[config.mk]
export PLATFORM = sky130hd
export DESIGN_NAME = snake_body_ctrl
export DESIGN_NICKNAME = d
export VERILOG_FILES = /design/src/rtl/snake_body_ctrl_pkg.sv /design/src/rtl/body_ptr_wrap.sv /design/src/rtl/snake_body_ctrl.sv
export SDC_FILE = /design/constraint.sdc
export NUM_CORES = 1
export LEC_CHECK = 0
export ABC_AREA = 1
export BUFFER_PORTS_ARGS = -buffer_cell sky130_fd_sc_hd__clkbuf_2
export CORE_MARGIN = 2
export CORE_UTILIZATION = 58
export CTS_CLUSTER_SIZE = 30
export DETAILED_ROUTE_END_ITERATION = 16
export PLACE_DENSITY = 0.94
export REMOVE_ABC_BUFFERS = 1
export SETUP_SLACK_MARGIN = 0.05
export SKIP_LAST_GASP = 1
export SLEW_MARGIN = 20
export SYNTH_ARGS = -nofsm -noshare
export SYNTH_HDL_FRONTEND = slang
export SYNTH_SLANG_ARGS = --single-unit
[constraint.sdc]
create_clock -name clk -period 4 [get_ports clk]
set_input_delay 0.6 -clock clk [delete_from_list [all_inputs] [get_ports clk]]
set_output_delay 0.6 -clock clk [all_outputs]
set_load 0.005 [all_outputs]
[src/rtl/snake_body_ctrl_pkg.sv]
// Shared encodings and sizes for the snake body controller.
// Grid constants mirror the game-wide word width and centre cell address.
package snake_body_ctrl_pkg;

   localparam int WORD_MSB   = 11;
   localparam logic [WORD_MSB:0] MID_ADDR = 12'h820;
   localparam int BODY_IDX_W = 12;
   localparam int BODY_DEPTH = 1 << BODY_IDX_W;

   typedef enum logic [2:0] {
      BODY_INIT,
      BODY_IDLE,
      BODY_SCAN,
      BODY_WRITE,
      BODY_READ,
      BODY_RESP
   } body_state_t;

endpackage

[src/rtl/body_ptr_wrap.sv]
// Ring-buffer pointer arithmetic: ptr +/- offset, wrapping naturally at 2**W.
module body_ptr_wrap #(
   parameter int W = 12
) (
   input  logic [W-1:0] i_ptr,
   input  logic [W-1:0] i_off,
   input  logic         i_sub,
   output logic [W-1:0] o_res
);

   assign o_res = i_sub ? (i_ptr - i_off) : (i_ptr + i_off);

endmodule

[src/rtl/snake_body_ctrl.sv]
// Snake body circular buffer sequencer over a shared single-port RAM.
// Define SNAKE_SELF_COLLISION_EN to add the per-tick self-collision scan.
module snake_body_ctrl
   import snake_body_ctrl_pkg::*;
#(
   parameter int POS_W = WORD_MSB + 1,
   parameter int IDX_W = BODY_IDX_W,
   parameter logic [POS_W-1:0] INIT_POS = POS_W'(MID_ADDR)
) (
   input  logic             clk,
   input  logic             rst,
   input  logic             i_tick_valid,
   output logic             o_tick_ready,
   input  logic [POS_W-1:0] i_new_head,
   input  logic             i_grow,
   input  logic             i_rd_req,
   input  logic [IDX_W-1:0] i_rd_idx,
   output logic             o_rd_ack,
   output logic [POS_W-1:0] o_rd_data,
   output logic [IDX_W-1:0] o_mem_addr,
   output logic             o_mem_we,
   output logic [POS_W-1:0] o_mem_wdata,
   input  logic [POS_W-1:0] i_mem_rdata,
   output logic [IDX_W:0]   o_len,
   output logic             o_collision,
   output logic             o_full,
   output logic             o_tick_done
);

   localparam int DEPTH = 1 << IDX_W;
   localparam logic [IDX_W:0]   DEPTH_LEN = DEPTH[IDX_W:0];
   localparam logic [IDX_W-1:0] ONE_IDX   = IDX_W'(1);
   localparam logic [IDX_W:0]   ONE_LEN   = (IDX_W + 1)'(1);

   body_state_t r_state, w_state_next;

   logic [IDX_W-1:0] r_head_ptr, r_tail_ptr, r_mem_addr, w_mem_addr_next;
   logic [IDX_W-1:0] w_head_inc, w_tail_inc, w_read_addr;
   logic [IDX_W:0]   r_len;
   logic [POS_W-1:0] r_new_head, r_mem_wdata, w_mem_wdata_next;
   logic             r_grow, r_rd_oob, r_mem_we, w_mem_we_next;
   logic             w_full, w_rd_oob, w_accept_tick, w_accept_rd;

   assign w_full        = (r_len == DEPTH_LEN);
   assign w_rd_oob      = ({1'b0, i_rd_idx} >= r_len);
   assign w_accept_tick = (r_state == BODY_IDLE) && i_tick_valid;
   assign w_accept_rd   = (r_state == BODY_IDLE) && !i_tick_valid && i_rd_req;

   body_ptr_wrap #(.W(IDX_W)) u_head_inc (
      .i_ptr(r_head_ptr), .i_off(ONE_IDX), .i_sub(1'b0), .o_res(w_head_inc)
   );
   body_ptr_wrap #(.W(IDX_W)) u_tail_inc (
      .i_ptr(r_tail_ptr), .i_off(ONE_IDX), .i_sub(1'b0), .o_res(w_tail_inc)
   );
   body_ptr_wrap #(.W(IDX_W)) u_read (
      .i_ptr(r_head_ptr), .i_off(i_rd_idx), .i_sub(1'b1), .o_res(w_read_addr)
   );

`ifdef SNAKE_SELF_COLLISION_EN
   logic [IDX_W:0]   r_scan_cnt;
   logic [IDX_W-1:0] w_scan_off, w_scan_addr;
   logic             r_collision, w_scan_hit;

   // Slot 0 is issued from IDLE, so SCAN cycle j issues slot j+1 and checks slot j-1.
   assign w_scan_off = (r_state == BODY_SCAN) ? (r_scan_cnt[IDX_W-1:0] + ONE_IDX) : '0;
   assign w_scan_hit = (r_state == BODY_SCAN) && (r_scan_cnt != '0)
                       && (r_grow || (r_scan_cnt != ONE_LEN))
                       && (i_mem_rdata == r_new_head);

   body_ptr_wrap #(.W(IDX_W)) u_scan (
      .i_ptr(r_tail_ptr), .i_off(w_scan_off), .i_sub(1'b0), .o_res(w_scan_addr)
   );

   assign o_collision = r_collision;
`else
   assign o_collision = 1'b0;
`endif

   always_comb begin
      w_state_next     = r_state;
      w_mem_addr_next  = '0;
      w_mem_we_next    = 1'b0;
      w_mem_wdata_next = '0;
      case (r_state)
         BODY_INIT: begin
            w_mem_we_next    = 1'b1;
            w_mem_wdata_next = INIT_POS;
            w_state_next     = BODY_IDLE;
         end
         BODY_IDLE: begin
            if (w_accept_tick) begin
`ifdef SNAKE_SELF_COLLISION_EN
               w_mem_addr_next = w_scan_addr;
               w_state_next    = BODY_SCAN;
`else
               w_state_next    = BODY_WRITE;
`endif
            end else if (w_accept_rd) begin
               w_mem_addr_next = w_rd_oob ? '0 : w_read_addr;
               w_state_next    = BODY_READ;
            end
         end
`ifdef SNAKE_SELF_COLLISION_EN
         BODY_SCAN: begin
            if ((r_scan_cnt + ONE_LEN) < r_len) begin
               w_mem_addr_next = w_scan_addr;
            end
            if (r_scan_cnt == r_len) begin
               w_state_next = BODY_WRITE;
            end
         end
`endif
         BODY_WRITE: begin
            w_mem_we_next    = 1'b1;
            w_mem_addr_next  = w_head_inc;
            w_mem_wdata_next = r_new_head;
            w_state_next     = BODY_IDLE;
         end
         BODY_READ: w_state_next = BODY_RESP;
         BODY_RESP: w_state_next = BODY_IDLE;
         default:   w_state_next = BODY_INIT;
      endcase
   end

   always_ff @(posedge clk or posedge rst) begin
      if (rst) begin
         r_state     <= BODY_INIT;
         r_head_ptr  <= '0;
         r_tail_ptr  <= '0;
         r_len       <= ONE_LEN;
         r_new_head  <= '0;
         r_grow      <= 1'b0;
         r_rd_oob    <= 1'b0;
         r_mem_addr  <= '0;
         r_mem_we    <= 1'b0;
         r_mem_wdata <= '0;
`ifdef SNAKE_SELF_COLLISION_EN
         r_scan_cnt  <= '0;
         r_collision <= 1'b0;
`endif
      end else begin
         r_state     <= w_state_next;
         r_mem_addr  <= w_mem_addr_next;
         r_mem_we    <= w_mem_we_next;
         r_mem_wdata <= w_mem_wdata_next;
         if (w_accept_tick) begin
            r_new_head <= i_new_head;
            r_grow     <= i_grow && !w_full;
         end
         if (w_accept_rd) begin
            r_rd_oob <= w_rd_oob;
         end
`ifdef SNAKE_SELF_COLLISION_EN
         if (w_accept_tick) begin
            r_scan_cnt <= '0;
         end else if (r_state == BODY_SCAN) begin
            r_scan_cnt <= r_scan_cnt + ONE_LEN;
         end
         if (w_scan_hit) begin
            r_collision <= 1'b1;
         end
`endif
         // Growth keeps the tail; otherwise the tail slot is retired.
         if (r_state == BODY_WRITE) begin
            r_head_ptr <= w_head_inc;
            if (r_grow) begin
               r_len <= r_len + ONE_LEN;
            end else begin
               r_tail_ptr <= w_tail_inc;
            end
         end
      end
   end

   assign o_tick_ready = (r_state == BODY_IDLE);
   assign o_tick_done  = (r_state == BODY_WRITE);
   assign o_rd_ack     = (r_state == BODY_RESP);
   assign o_rd_data    = ((r_state == BODY_RESP) && !r_rd_oob) ? i_mem_rdata : '0;
   assign o_mem_addr   = r_mem_addr;
   assign o_mem_we     = r_mem_we;
   assign o_mem_wdata  = r_mem_wdata;
   assign o_len        = r_len;
   assign o_full       = w_full;

endmodule

==> results summary <==
The run finished with clean final reports. Counting flops with an async set or reset pin after synthesis yields a share of 100.0%. The H-tree was split into 3 levels.

The critical-path maximum fanout is 22. The sequential share of power came out at 40.7%. The DRC violations left came out at 0. The number of nets in the final layout is 677.

The wire length on met1 is 3786 um. The worst setup path is launched from a register. The worst ir drop on vdd came out at 379.6 uV.

The antenna diode count is 0. The number of synthesized flops with an enable pin is 0. The number of warnings reported in the yosys synthesis log came out at 0. The number of antenna violations at the first check in global routing is 0. The worst relative slew slack came out at 44.60%. From left edge to right edge, the die measures 86.32 um. Clock latency on the worst-skew pair, taken at its later pin, is 350 ps. The number of vias per cell is 5.372. The post-cts hold buffer count came out at 0. The transition time at the pin with the least slew margin came out at 829.9 ps. The number of buffers created by CTS came out at 9.

The count of routing violations after the opening detailed-route iteration came out at 293. The cell at the root of the clock tree is clkbuf_8. The post-detailed-routing wire length is 9614 um. The number of search-and-repair iterations in the first detailed-routing pass is 4. The area of the placeable core came out at 6459 um2. In the finished design, the share of the clock period the worst path needs comes to 62.25%. The post-placement setup slack came out at 1899 ps. The tightest min-delay check is of the in -> async type. Counting every sink on the clock net gives 67. The I/O pin total came out at 96.

The power density over the cells came out at 500.0 nW/um2. In the layout the commonest cells are 124 x nand2_1, 96 x inv_1, 94 x clkbuf_2. The critical path goes through nor2_4, nand2_4, inv_1, clkbuf_2.

The most common cell after layout, fill and taps aside is nand2_1. The setup check on the worst reg-to-reg path leaves a slack of 2040 ps. The count of cells in the finished layout, fillers not included, comes to 691.

The worst register-to-register path begins at o_len[2]. The final weighted congestion in routability-driven placement came out at 0.9311. In the synthesized netlist the dominant register cell turns out to be dfrtp_1.

The final-report hold violation count is 0. During placement, the flow inserted port buffers numbering 94. The synthesized netlist occupies a cell area of 3930 um2. The cell internal power dissipation came out at 1462 uW. Setup repair after global routing left no endpoint under its margin.

The post-cts resize count is 0. The max-cap check violation count came out at 0. The maximum frequency from static timing analysis came out at 401.6 MHz.

The worst setup path is of the reg -> out kind. The antenna violation net count after detailed routing is 0. The number of post-CTS setup repair buffers is 0. TritonCTS built the clock tree. The initial utilization of the core area, before any placement, comes to 60.85%. The detailed-placement wirelength estimate came out at 7280 um. For this design the total switching power over the nets is 880.6 uW. After synthesis the netlist holds a flip-flop and latch count of 67. Setup slack on the critical path of the routed design comes to 1510 ps. The global-route usage over all layers came out at 26.65%.

Summing the sequential cell areas from Yosys gives 42.69% of the chip area. The number of cells on the worst reg-to-reg path came out at 11. The gate count of the mapped netlist is 511. The power after layout is 2342 uW. In the detailed route, the total length drawn on met2 is 4772 um. Measured along the y axis, the die boundary spans 86.32 um. STA classifies the critical path endpoint as an output pin. Entering global routing, the biggest net connects 41 pins. The combinational group share of total power came out at 31.8%. The maximum number of buffers from clock root to sink came out at 2. The met3 routed wirelength is 668 um. On the critical path, the stage with the largest delay is an instance of inv_1. The global-route wire length before repair is 15460 um. The max-slew violation count is 0. The final clock skew came out at 7.881 ps. The synthesized area per cell came out at 7.691 um2. The netlist uses 33 different library cells. The number of global-route vias before repair was 3426.

The capture instance of the worst register-to-register path is o_mem_addr[0]. The layout-stage area growth over the synthesis result is 19.20%. For the worst setup path, the data required time is 3400 ps. The longest individual stage delay on the worst path is 510 ps.

The total number of vias is 3712. The leftover overflow at the end of global routing came out at 0. The clock network fraction of total power is 27.4%. The number of placed instances with taps included is 675. After detailed routing, the average wire length per cell comes to 13.91 um.

Routed signal wires occupy layers up through met4. The switching share of power came out at 37.60%. The post-CTS clock slew at the launch and capture registers of the worst setup and hold paths came out at 80 ps. The leakage power figure came out at 0.002691 uW. The floorplan has 29 rows. The share of post-route cells with drive strength above 1 came out at 20.68%. The floorplan step defined a die boundary enclosing 7450 um2. The endpoint arrival time on the critical path came out at 1890 ps. Summed over all failing endpoints, the final setup total negative slack is 0 ps. The final-report setup violation count is 0. The final critical-path required period came out at 2490 ps.
power by group through the flow:
| stage | Sequential (uW) | Combinational [uW] | Clock, uW |
|---|---|---|---|
| after floorplan | 946 | 476 | 0 |
| after global placement | 956 | 698 | 0 |
| after global routing | 968 | 846 | 672 |
| after CTS | 952 | 746 | 641 |
| after detailed placement | 964 | 737 | 0 |
| final | 954 | 746 | 643 |
per-layer routing:
layer / GRT usage [%] / vias to the layer above
met5: 0 / -
met1: 31.66 / 1726
met4: 14.35 / 0
li1: - / 1791
met3: 5.143 / 33
met2: 45.74 / 162
cells in the mapped netlist (all sizes together), types with 2 or more instances:
| cell | n | share of area (%) |
|---|---|---|
| buf | 5 | 0.86 |
| nor3 | 10 | 1.7 |
| dfrtp | 66 | 42 |
| nor4 | 3 | 0.48 |
| nand2 | 126 | 12 |
| or2 | 2 | 0.32 |
| nand3b | 2 | 0.38 |
| nand3 | 27 | 3.6 |
| clkbuf | 3 | 0.29 |
| o21bai | 2 | 0.38 |
| nand4 | 15 | 2.8 |
| inv | 99 | 9.5 |
| a21oi | 12 | 1.5 |
| xnor2 | 4 | 0.89 |
| xor2 | 13 | 2.9 |
| o21ai | 39 | 5.0 |
| ha | 26 | 8.3 |
| nor2 | 53 | 5.5 |
state kept, by name, indices dropped and copies added, names as in the netlist:
register and count:
r_new_head 12, r_state 3, o_mem_we 1, r_grow 1, o_mem_addr 12, o_mem_wdata 12, r_head_ptr 12, r_rd_oob 1
o_len 13
through the flow:
step / hold WS [ps] / utilization (%) / instance area, um2
finish: 385.1 / 72.53 / 4684
global route: 441.1 / 72.53 / 4684
CTS: 420.3 / 72.53 / 4684
detailed placement: 470.4 / 69.04 / 4459
global placement: 461.6 / 69.04 / 4459
floorplan: 442.2 / - / 3885
worst max path at each step:
stage | startpoint | end | cells past startpoint
after floorplan | rst | o_len[10] | 1
after global placement | r_state[2] | o_tick_done | 4
after detailed placement | r_state[2] | o_tick_done | 4
after CTS | r_state[2] | o_tick_done | 4
after global routing | r_state[0] | o_tick_done | 5
final | r_state[2] | o_tick_done | 4
area by class of cell:
cell class              count  area [um2]
flip-flops and latches     67        1678
clock inverters             7       101.3
well taps                  77       96.34
repair buffers             95       478.0
clock buffers               9       123.9
fillers                   492        1774
multi-input cells         337        1836
inverters                  99       371.6
worst max-delay path: cells and delay by family, from the launching register on:
family | cells | cell delay [ps]
simple gates | 2 | 390
buf+inv | 2 | 730
flops | 1 | 410
logic make-up (layout without fill, tap and decap cells):
family | after synthesis | in the layout | share of synthesized area (%)
and+or+nand+nor | 238 | 238 | 26.97
buffers and inverters | 107 | 210 | 10.60
DFF | 67 | 67 | 42.69
AOI/OAI and AO/OA | 54 | 54 | 7.068
adders and majority gates | 27 | 27 | 8.787
xor gates and xnor gates | 17 | 17 | 3.789
other | 1 | 1 | 0.09542
Power figures use the tool's default switching activity.
